==> config.mk <==
export PLATFORM = sky130hd
export DESIGN_NAME = sr_input_conditioner
export DESIGN_NICKNAME = d
export VERILOG_FILES = /design/src/rtl/sr_input_conditioner.sv
export SDC_FILE = /design/constraint.sdc
export NUM_CORES = 1
export LEC_CHECK = 0
export BUFFER_PORTS_ARGS = -buffer_cell sky130_fd_sc_hd__buf_2
export CAP_MARGIN = 10
export CORE_MARGIN = 10
export CORE_UTILIZATION = 69
export CTS_BUF_LIST = sky130_fd_sc_hd__clkbuf_8
export CTS_CLUSTER_SIZE = 40
export DETAILED_ROUTE_END_ITERATION = 10
export PLACE_DENSITY = 0.87
export SYNTH_ARGS = -nofsm -noshare
export SYNTH_HDL_FRONTEND = slang
export SYNTH_SLANG_ARGS = --single-unit
export TNS_END_PERCENT = 50
==> constraint.sdc <==
create_clock -name clk -period 3.6 [get_ports clk]
set_clock_uncertainty 0.2 [all_clocks]
set_input_delay 0.72 -clock clk [delete_from_list [all_inputs] [get_ports clk]]
set_output_delay 0.72 -clock clk [all_outputs]
set_load 0.01 [all_outputs]
==> src/rtl/sr_input_conditioner.sv <==
// Three-channel switch conditioner: 2-flop sync + per-channel debounce FSM, clean SR/enable decode.
// Optional SRC_STICKY_CONFLICT_EN makes conflict_o latch until reset.
module sr_input_conditioner #(
  parameter int DEBOUNCE_CYCLES = 500000
) (
  input  logic       clk,
  input  logic       rst,
  input  logic [2:0] SW,
  output logic       en_o,
  output logic       set_o,
  output logic       reset_o,
  output logic       en_rise_o,
  output logic       conflict_o,
  output logic       stable_o
);

  localparam int CW = $clog2(DEBOUNCE_CYCLES);
  localparam logic [CW-1:0] CNT_LAST = CW'(DEBOUNCE_CYCLES - 1);

  typedef enum logic {
    STABLE  = 1'b0,
    PENDING = 1'b1
  } state_t;

  logic [2:0] sync1;
  logic [2:0] sync2;
  logic [2:0] clean;
  logic [2:0] pend;
  logic       en_d;
  logic       en_rise;
  logic       all_on;

  always_ff @(posedge clk) begin
    if (rst) begin
      sync1 <= '0;
      sync2 <= '0;
    end else begin
      sync1 <= SW;
      sync2 <= sync1;
    end
  end

  for (genvar i = 0; i < 3; i++) begin : g_ch
    state_t          state_q;
    logic [CW-1:0]   cnt_q;
    logic            clean_q;

    // A mismatch must persist through the full count; any agreement restarts the wait.
    always_ff @(posedge clk) begin
      if (rst) begin
        state_q <= STABLE;
        cnt_q   <= '0;
        clean_q <= 1'b0;
      end else begin
        case (state_q)
          STABLE: begin
            if (sync2[i] != clean_q) begin
              state_q <= PENDING;
              cnt_q   <= '0;
            end
          end
          PENDING: begin
            if (sync2[i] == clean_q) begin
              state_q <= STABLE;
              cnt_q   <= '0;
            end else if (cnt_q == CNT_LAST) begin
              clean_q <= sync2[i];
              state_q <= STABLE;
              cnt_q   <= '0;
            end else begin
              cnt_q <= cnt_q + 1'b1;
            end
          end
          default: begin
            state_q <= STABLE;
            cnt_q   <= '0;
          end
        endcase
      end
    end

    assign clean[i] = clean_q;
    assign pend[i]  = (state_q == PENDING);
  end

  always_ff @(posedge clk) begin
    if (rst) begin
      en_d    <= 1'b0;
      en_rise <= 1'b0;
    end else begin
      en_d    <= clean[2];
      en_rise <= clean[2] & ~en_d;
    end
  end

  assign all_on    = &clean;
  assign en_o      = clean[2];
  assign set_o     = clean[2] & clean[0] & ~clean[1];
  assign reset_o   = clean[2] & clean[1] & ~clean[0];
  assign en_rise_o = en_rise;
  assign stable_o  = ~|pend;

`ifdef SRC_STICKY_CONFLICT_EN
  logic conflict_seen;

  always_ff @(posedge clk) begin
    if (rst) begin
      conflict_seen <= 1'b0;
    end else if (all_on) begin
      conflict_seen <= 1'b1;
    end
  end

  assign conflict_o = conflict_seen | all_on;
`else
  assign conflict_o = all_on;
`endif

endmodule

# Word level (Yosys, flattened, before mapping)
# Cells that the tools add are included.
[totals]
mem_bits_rw = 0
rom_bits = 0
latchBits = 0
input_bits = 5
memories = 0
out_inout_bits = 6
regBits = 71
word_cells = 72
[op_classes]
add_sub_neg = 3
eq_ne = 12
n_reduce_logical = 6
n_lt_le_gt_ge = 0
muxes = 24
multipliers = 0
n_bitwise = 14
n_div = 0
n_shift = 0
[ops]
columns = ["cell", "count"]
rows = [
  ["19-bit two-way mux", 9],
  ["19-bit one-hot mux with 2 select lines", 3],
  ["19-bit by 1-bit adder with 19-bit output (second input constant)", 3],
  ["19-bit == test (second input constant)", 3],
  ["3-bit AND reduction", 4],
  ["1-bit two-way mux", 9],
  ["1-bit inverter", 9],
  ["2-bit inequality test (second input constant)", 3],
  ["1-bit one-hot mux with 2 select lines", 3],
  ["1-bit AND", 5],
  ["1-bit == test", 3],
  ["1-bit inequality test", 3],
  ["3-bit OR reduction", 1],
  ["1-bit zero test", 1],
]

# Longest topological paths before layout
# Gate-level depths: netlist of the first run.
[logic_depth]
ltp_word = 4
depth_mapped = 7
depth_no_buf = 6

# Worst setup path after synthesis of the first run
# Ideal clock, no wire load.
[synth_timing]
kind = "in2reg"
start = "input rst"
end = "register g_ch[1].cnt_q[17]"
t_required_ps = 3342
setup_ps = 58
arrival_time_ps = 2044
path_stages = 6
path_slack_ps = 1298
path_buffers = 2
path_cell_list = "clkbuf_1 > buf_1 > nor3_1 > nand2_1 > o41a_1 > nand2_1"
[synth_rtl]
columns = ["element", "line", "source"]
rows = [
  ["start, declared", "7", "input logic rst,"],
  ["end signal, assigned", "71", "cnt_q <= cnt_q + 1'b1;"],
  ["end, declared", "45", "logic [CW-1:0] cnt_q;"],
]

# Worst setup path after layout of the first run
[layout_timing]
start = "register g_ch[2].cnt_q[0]"
end = "register g_ch[2].cnt_q[17]"
[layout_between]
elab_chain_len = 4
elab_cells_between_ends = 5
classes_between = "1 x add/sub; 1 x eq/ne; 3 x mux"
[layout_rtl]
columns = ["element", "line", "source"]
rows = [
  ["start, declared", "45", ""],
  ["start signal, assigned", "71", ""],
  ["19-bit by 1-bit adder with 19-bit output or 19-bit == test (tied branches)", "71, 66", ""],
  ["19-bit two-way mux (*)", "66", "end else if (cnt_q == CNT_LAST) begin"],
  ["19-bit two-way mux (*)", "63", "if (sync2[i] == clean_q) begin"],
  ["19-bit one-hot mux with 2 select lines (*)", "55", "case (state_q)"],
]
# Every way passes the cells marked *; elsewhere a longest branch is shown, timed or not.
# A chain may end at the register's enable or synchronous reset.

==> results of run 1 <==
-- metal layers --
metal  wire, um  share of wire (%)  up-vias
met3        354                5.0       18
met4        152                2.1        0
met2       3154                 44       95
met5          0                  0        -
li1           -                  -     1576
met1       3433                 48     1436
-- worst paths after layout --
path	to	from
setup / recovery	g_ch[2].cnt_q[17]	g_ch[2].cnt_q[0]
hold / removal	en_rise_o	en_d
setup reg to reg	g_ch[2].cnt_q[17]	g_ch[2].cnt_q[0]
hold reg to reg	en_rise_o	en_d
-- kinds of logic after synthesis --
logic type	share of synthesized area, %
flip-flops	40.27
adder cells (fa/ha/maj)	1.064
buffers and inverters	3.580
multiplexers	2.269
XOR/XNOR	3.403
AND/OR/NAND/NOR	29.95
AO/OA/AOI/OAI	19.46
-- placed cells by master, fill, tap and decap left out, drive strengths merged, types with 6 or more instances in the layout --
cell type,count
a21oi,30
nor3,12
nor2b,8
nor2,31
and3,14
buf,12
dfxtp,71
mux2i,8
nand4,14
nand3,38
o21ai,15
inv,6
xor2,7
a22o,8
clkbuf,10
a31oi,27
nand2b,6
or3,8
nand2,44
-- registers in the layout, summed over array words and instances, names as in the netlist --
signal and count:
g_ch.clean_q 2, en_d 1, sync1 3, g_ch.state_q 3, en_rise_o 1, en_o 1
g_ch.cnt_q 57, sync2 3
-- worst max-delay path: cells and delay by family, from the launching register on --
kind	cells	cell delay [ns]
AND/OR/NAND/NOR	3	0.78
AO/OA/AOI/OAI	1	0.84
adder cells (fa/ha/maj)	1	0.27
flip-flops	1	0.38
-- report_power, final --
part           leakage, uW  internal [uW]  switching (uW)  total, uW
logic             0.000654           16.7            30.6       47.3
clock network     0.000116            406             299        705
registers         0.000573            791            5.36        796
total              0.00134           1210             335       1550
-- area by class of cell --
| class | instances | share of cell area, % |
|---|---|---|
| Clock inverter | 6 | 2.208 |
| Sequential cell | 71 | 37.44 |
| Multi-Input combinational cell | 325 | 52.21 |
| Inverter | 6 | 0.5933 |
| Timing Repair Buffer | 12 | 1.714 |
| Clock buffer | 10 | 3.626 |
| Tap cell | 67 | 2.208 |
-- through the flow --
stage / std cells / power, uW
3_3_place_gp: 481 / 859.7
2_1_floorplan: 420 / 847.8
3_5_place_dp: 481 / 861.6
6_report: 497 / 1549
4_1_cts: 497 / 1552
5_1_grt: 497 / 1591
==> flow_metrics.tcl, run 1 <==
set metrics [dict create \
    status "finished, final reports clean" \
    setup_slack_ns 1.064 \
    synth_area_leader_cell "dfxtp_1" \
    critPathLaunchType "flip-flop" \
    gr-total-overflow 0 \
    place_area_mm2 0.003575 \
    final_util_pct 78.30 \
    cts.sink_count 71 \
    n_fill_cell 333 \
    worstSkewPairLatency_ns 0.35 \
    cpMaxStageDelayCell "a211oi_4" \
    post_cts_buffers 0 \
    diodes 0 \
    critPathMaxFanout 28 \
    synthTopCellsByArea "dfxtp_1 (40%), nand3_1 (5.4%), a31oi_1 (4.8%)" \
    ys_seq_area_share_pct 40.27 \
    power.density_mw_per_mm2 408.1 \
    dr_total_vias 3125 \
    cts_max_level 3 \
    p_leak_uw 0.001343 \
    postCtsHoldBufs 0 \
    use_met3_pct 3.704 \
    tns_ns 0 \
    synth_area_mm2 0.003530 \
    cts_made_buffers 9 \
    core_area_mm2 0.004848 \
    postSynthAreaPerCell_um2 8.404 \
    min_path_type "reg2reg" \
    post-place-ws_ns 0.9738 \
    die_y_um 91.52 \
    antenna_found_initial 0 \
    drv_cap 0 \
    grtUsageMet1_pct 22.61 \
    holdWs_ns 0.1833 \
    yosysMostFrequentCell "dfxtp_1" \
    grt_pass1_wl_um 12260 \
    worstPathArrival_ns 2.62 \
    netlist_top_cells_count "dfxtp_1 (71), nand2_1 (44), nand3_1 (38), nor2_1 (31), a21oi_1 (30)" \
    finalSetupViolations 0 \
    max_stage_delay_ns 0.84 \
    netlist.area_leader.share_pct 40.27 \
    ctsResizeCount 0 \
    drv_slew 0 \
    r2r_slack_ns 1.06 \
    globalplace.congestion 0.8656 \
    syn_to_final_growth_pct 7.550 \
    period_needed_ns 2.536 \
    hold_path_depth 1 \
    seqCellArea_mm2 0.001421 \
    grt_setup_unrepaired "false" \
    drt_iter0_drc 248 \
    cp_data_required_time_ns 3.69 \
    wirelength_um 7095 \
    yosys_warnings 0 \
    firstDrtPassIters 5 \
    antenna_left 0 \
    tightestPinTransition_ns 0.9799 \
    ys.flop_type "dfxtp_1" \
    start_util_pct 72.80 \
    reg2reg_depth 5 \
    dieArea_mm2 0.008376 \
    finalHoldViolations 0 \
    post-route-period-util_pct 70.44 \
    dieWidth_um 91.52 \
    grt-busiest-layer "met2" \
    layout.nets 433 \
    root_buffer "clkbuf_8" \
    async_flop_share_pct 0 \
    critical_path_class "reg2reg" \
    final_area_mm2 0.003796 \
    grt_pass1_vias 2796 \
    hpwl_um 4771 \
    synth_seq_cells 71 \
    clockBufferDepth 2 \
    cts_tree "done" \
    multiInputGateArea_mm2 0.001982 \
    ios 11 \
    cp-end-kind "flip-flop" \
    clk_pin_slew_ns 0.07 \
    synth_edf_count 0 \
    clock.fmax_mhz 394.3 \
    grt_usage_pct 17.14 \
    viasPerCell 6.288 \
    crit_chain "ha_1, and4_1, a211oi_4, or3b_1, nand3_1" \
    drc 0 \
    io_buffers 10 \
    detail_route.wl_per_cell_um 14.28 \
    grt_max_degree 35 \
    rows 25 \
    layout-drive-gt1-share_pct 7.907 \
    syn_inst 420 \
    met2_usage_pct 25.83 \
    vdd_drop_max_v 0.0002980 \
    synth.distinct_cells 52 \
    max_slew_margin_pct 34.17 \
    syn_nets 428 \
]
(Power assumes the default switching activity.)
==> run 2: changes to the inputs <==
--- a/config.mk
+++ b/config.mk
@@ -5,14 +5,15 @@
 export SDC_FILE = /design/constraint.sdc
 export NUM_CORES = 1
 export LEC_CHECK = 0
+export ABC_AREA = 1
 export BUFFER_PORTS_ARGS = -buffer_cell sky130_fd_sc_hd__buf_2
 export CAP_MARGIN = 10
 export CORE_MARGIN = 10
-export CORE_UTILIZATION = 69
+export CORE_UTILIZATION = 65
 export CTS_BUF_LIST = sky130_fd_sc_hd__clkbuf_8
 export CTS_CLUSTER_SIZE = 40
 export DETAILED_ROUTE_END_ITERATION = 10
-export PLACE_DENSITY = 0.87
+export PLACE_DENSITY = 0.83
 export SYNTH_ARGS = -nofsm -noshare
 export SYNTH_HDL_FRONTEND = slang
 export SYNTH_SLANG_ARGS = --single-unit
==> constraint.sdc (replaced) <==
create_clock -name clk -period 2.4 [get_ports clk]
set_clock_uncertainty 0.2 [all_clocks]
set_input_delay 0.48 -clock clk [delete_from_list [all_inputs] [get_ports clk]]
set_output_delay 0.48 -clock clk [all_outputs]
set_load 0.01 [all_outputs]
==> flow_metrics.tcl, run 2 <==
set metrics [dict create \
    status "finished, final reports clean" \
    start_util_pct 67.03 \
    max_stage_delay_ns 0.42 \
    grt_pass1_wl_um 14480 \
    synth.distinct_cells 32 \
    syn_to_final_growth_pct 5.738 \
    finalPower_uw 2139 \
    wirelength_um 8310 \
    core_area_mm2 0.005921 \
    crit_chain "nor3_1, buf_2" \
    detail_route.wl_per_cell_um 11.79 \
    top_register "g_ch.cnt_q" \
    cp-end-kind "output port" \
    min_path_type "in2reg" \
    ios 11 \
    post_cts_buffers 0 \
    antenna_left 0 \
    p_leak_uw 0.001406 \
    clock.fmax_mhz 491.1 \
    postCtsHoldBufs 0 \
    drc 0 \
    antenna_found_initial 0 \
    final_cell_mix "nand2_1 (196), nor2_1 (78), dfxtp_1 (71)" \
    period_needed_ns 2.036 \
    grt_setup_unrepaired "false" \
    rows 28 \
    firstDrtPassIters 4 \
    tightestPinTransition_ns 0.4394 \
    largest_register_ffs 57 \
    worstPathArrival_ns 1.36 \
    cts.sink_count 71 \
    die_y_um 98.14 \
    postSynthAreaPerCell_um2 6.381 \
    synth_seq_cells 71 \
    power.density_mw_per_mm2 509.6 \
    grt_usage_pct 17.27 \
    cts_tree "done" \
    async_flop_share_pct 0 \
    vdd_drop_max_v 0.0003526 \
    clk_pin_slew_ns 0.09 \
    syn_nets 630 \
    critical_path_class "reg2out" \
    diodes 0 \
    hpwl_um 5927 \
    viasPerCell 5.394 \
    synth_edf_count 0 \
    synth_area_leader_cell "dfxtp_1" \
    dieWidth_um 98.14 \
    dieArea_mm2 0.009631 \
    yosys_warnings 0 \
    ys_seq_area_share_pct 35.81 \
    post-route-period-util_pct 84.84 \
    ys.flop_type "dfxtp_1" \
    synthTopCellsByArea "dfxtp_1 (36%), nand2_1 (19%), nor2_1 (7.4%)" \
    worstSkewPairLatency_ns 0.36 \
    finalHoldViolations 0 \
    grt_pass1_vias 3401 \
    clockBufferDepth 2 \
    syn_inst 622 \
    netlist.area_leader.share_pct 35.81 \
    critPathMaxFanout 8 \
    drv_slew 0 \
    io_buffers 10 \
    root_buffer "clkbuf_8" \
    cpMaxStageDelayCell "dfxtp_1" \
    layout-drive-gt1-share_pct 7.619 \
    ctsResizeCount 0 \
    gr-total-overflow 0 \
    cts_made_buffers 9 \
    cp_data_required_time_ns 1.72 \
    dr_total_vias 3803 \
    tns_ns 0 \
    cts_max_level 3 \
    critPathLaunchType "flip-flop" \
    grt_max_degree 41 \
    netlist_top_cells_count "nand2_1 (196), nor2_1 (78), dfxtp_1 (71), inv_1 (62), a21oi_1 (52)" \
    synth_area_mm2 0.003969 \
    max_slew_margin_pct 70.48 \
    globalplace.congestion 0.9166 \
    final_common_cell "nand2_1" \
    drt_iter0_drc 219 \
    drv_cap 0 \
    finalSetupViolations 0 \
    layout.nets 633 \
    yosysMostFrequentCell "nand2_1" \
]
run 2: critical path, delay by kind of cell, from the launching register on:
family                 cells  cell delay, ns
flip-flops                 1            0.42
AND/OR/NAND/NOR            1            0.36
buffers and inverters      1            0.20
run 2: per-stage QoR:
step	cells	utilization [%]	worst slack (ns)	hold slack (ns)	area, um2
global placement	689	67.84	0.6241	0.1855	4016
CTS	705	70.88	0.3992	0.1096	4197
floorplan	622	-	0.7239	0.1763	3969
detailed placement	689	67.84	0.5698	0.1931	4016
global route	705	70.88	0.2431	0.1206	4197
finish	705	70.88	0.3639	0.1126	4197
run 2: area by class of cell:
class	count	area (um2)
fillers	502	1724
multi-input cells	465	2181
well taps	75	93.84
flip-flops and latches	71	1421
inverters	64	240.2
repair buffers	14	80.08
clock buffers	9	123.9
clock inverters	7	56.30
run 2: per-layer routing:
layer	routed length (um)	vias to the layer above	track usage, %
met2	4108	68	29.44
met5	0	-	0
met4	140	0	7.938
li1	-	1982	-
met3	320	17	2.819
met1	3741	1736	20.72
run 2: cell families (layout without fill, tap and decap cells):
logic type | after synthesis | in the layout | share of synthesized area [%]
AO/OA/AOI/OAI | 87 | 87 | 11.54
XOR/XNOR | 19 | 19 | 4.382
flip-flops | 71 | 71 | 35.81
buffers and inverters | 86 | 94 | 9.237
adder cells (fa/ha/maj) | 3 | 3 | 0.9459
AND/OR/NAND/NOR | 356 | 356 | 38.08
run 2: final timing paths:
check                   start                 to  slack (ns)  cells past startpoint
min reg2reg              en_d          en_rise_o        0.20                      1
max reg2reg  g_ch[0].cnt_q[0]  g_ch[0].cnt_q[18]        0.51                      8
max           g_ch[0].state_q           stable_o        0.36                      2
min                     SW[0]           sync1[0]        0.11                      3
run 2: power by group:
group	switching, uW	internal, uW
Clock	499	384
Sequential	4.60	1180
Combinational	49.7	17.7
Total	553	1590
==> run 3: changes to the inputs <==
--- a/config.mk
+++ b/config.mk
@@ -5,15 +5,15 @@
 export SDC_FILE = /design/constraint.sdc
 export NUM_CORES = 1
 export LEC_CHECK = 0
-export ABC_AREA = 1
+export ABC_AREA = 0
 export BUFFER_PORTS_ARGS = -buffer_cell sky130_fd_sc_hd__buf_2
 export CAP_MARGIN = 10
 export CORE_MARGIN = 10
-export CORE_UTILIZATION = 65
+export CORE_UTILIZATION = 64
 export CTS_BUF_LIST = sky130_fd_sc_hd__clkbuf_8
 export CTS_CLUSTER_SIZE = 40
 export DETAILED_ROUTE_END_ITERATION = 10
-export PLACE_DENSITY = 0.83
+export PLACE_DENSITY = 0.82
 export SYNTH_ARGS = -nofsm -noshare
 export SYNTH_HDL_FRONTEND = slang
 export SYNTH_SLANG_ARGS = --single-unit
==> constraint.sdc (replaced) <==
create_clock -name clk -period 2 [get_ports clk]
set_clock_uncertainty 0.2 [all_clocks]
set_input_delay 0.4 -clock clk [delete_from_list [all_inputs] [get_ports clk]]
set_output_delay 0.4 -clock clk [all_outputs]
set_load 0.01 [all_outputs]
==> flow_metrics.tcl, run 3 (synthesis gave the netlist of run 1 again) <==
set metrics [dict create \
    cp_top_family "simple AND/OR/NAND/NOR gates" \
    cp-end-kind "flip-flop" \
    status "finished with violations" \
    vdd_drop_max_v 0.0005590 \
    critical_path_class "reg2reg" \
    clock.fmax_mhz 475.8 \
    post-place-ws_ns -0.1386 \
    cpMaxStageDelayCell "or4_4" \
    io_buffers 10 \
    crit_chain "or4_4, nor4_4, buf_4, a211oi_4, buf_4, a31oi_1, a31oi_1" \
    setup_slack_ns -0.1019 \
    hpwl_um 6418 \
    cts_tree "done" \
    place_area_mm2 0.004179 \
    grt_max_degree 29 \
    routed-wl-met3_um 853 \
    final_cell_mix "buf_4 (79), dfxtp_1 (64), nand2_1 (42)" \
    met2RoutedLength_um 4804 \
    critPathLaunchType "flip-flop" \
    worstPathArrival_ns 2.13 \
    routed.top_layer "met4" \
    root_buffer "clkbuf_8" \
    failed_checks "setup timing" \
    final_area_mm2 0.004591 \
    die_y_um 94.27 \
    dieArea_mm2 0.008886 \
    firstDrtPassIters 6 \
    gr-total-overflow 0 \
    dieWidth_um 94.27 \
    final_util_pct 87.65 \
    globalplace.congestion 0.8744 \
    cts.sink_count 71 \
    postCtsHoldBufs 0 \
    max_stage_delay_ns 0.55 \
    grt_setup_unrepaired "true" \
    detail_route.wl_per_cell_um 17.12 \
    wl_met1_um 4081 \
    tightestPinTransition_ns 0.4927 \
    antenna_found_initial 0 \
    cp_data_required_time_ns 2.02 \
    path_buf_inv 2 \
    rows 26 \
    ios 11 \
    power.density_mw_per_mm2 556.5 \
    grt_pass1_wl_um 15880 \
    grt_usage_pct 21.86 \
    min_path_type "in2reg" \
    dp_cells 559 \
    clk_pin_slew_ns 0.07 \
    worstSkewPairLatency_ns 0.35 \
    diodes 0 \
    layout.nets 516 \
    cts_max_level 3 \
    drt_iter0_drc 395 \
    core_area_mm2 0.005238 \
    syn_to_final_growth_pct 30.06 \
    critPathMaxFanout 9 \
    finalHoldViolations 0 \
    antenna_left 0 \
    viasPerCell 6.322 \
    finalSetupViolations 20 \
    layout-drive-gt1-share_pct 28.57 \
    dr_total_vias 3673 \
    wirelength_um 9944 \
    max_slew_margin_pct 67.05 \
    drv_slew 0 \
    post-route-period-util_pct 105.1 \
    final_common_cell "buf_4" \
    start_util_pct 67.39 \
    layout.cells.non_filler 581 \
    drc 0 \
    drv_cap 0 \
    clockBufferDepth 2 \
    grt_pass1_vias 3486 \
    top_register "g_ch.cnt_q" \
    largest_register_ffs 57 \
    period_needed_ns 2.102 \
    cts_made_buffers 9 \
    p_leak_uw 0.001809 \
]
## run 3: metal layers
metal  vias to the layer above  GRT usage, %
met5                         -             0
met4                         0         7.595
met3                        25         5.436
met2                       187         35.93
met1                      1721         26.99
li1                       1740             -
## run 3: per-stage QoR
stage / total power (uW) / setup TNS, ns / hold slack, ns
after detailed placement: 1572 / -1.292 / 0.1960
final: 2555 / -1.029 / 0.05684
after CTS: 2547 / -0.2382 / 0.05094
after global placement: 1567 / -0.4107 / 0.1710
after global routing: 2622 / -2.599 / 0.06227
after floorplan: 1526 / -0.03282 / 0.1674
## run 3: power by group
part	switching (uW)	total [uW]	internal, uW
Clock	514	1010	493
Sequential	8.58	1430	1420
Combinational	68.3	114	45.8
Total	591	2550	1960
## run 3: timing repair
| item | in CTS | in global routing |
|---|---|---|
| gates resized for setup | 11 | 32 |
| endpoints found under the setup margin | 22 | 32 |
| gates cloned | 1 | 0 |
| pin swaps | 2 | 10 |
| buffers inserted | 2 | 5 |
## run 3: worst paths after layout
| kind | startpoint | end | slack, ns | cells after the start |
|---|---|---|---|---|
| worst max-delay path | g_ch[2].cnt_q[5] | g_ch[2].cnt_q[16] | -0.10 | 7 |
| worst min-delay path | SW[0] | sync1[0] | 0.06 | 2 |
| worst max register to register | g_ch[2].cnt_q[5] | g_ch[2].cnt_q[16] | -0.10 | 7 |
| worst min register to register | en_d | en_rise_o | 0.20 | 1 |
## run 3: layout make-up
class,instances,area [um2]
Multi-Input combinational cell,326,2170
Inverter,6,22.52
Sequential cell,71,1430
Timing Repair Buffer,94,716.9
Fill cell,263,646.9
Clock inverter,3,12.51
Tap cell,70,87.58
Clock buffer,11,151.4
## run 3: worst reg2reg max path, delay by kind of cell, from the launching register on
kind                   cells  cell delay (ns)
AOI/OAI and AO/OA          3             0.29
buffers and inverters      2             0.35
DFF                        1             0.33
and+or+nand+nor            2             0.80
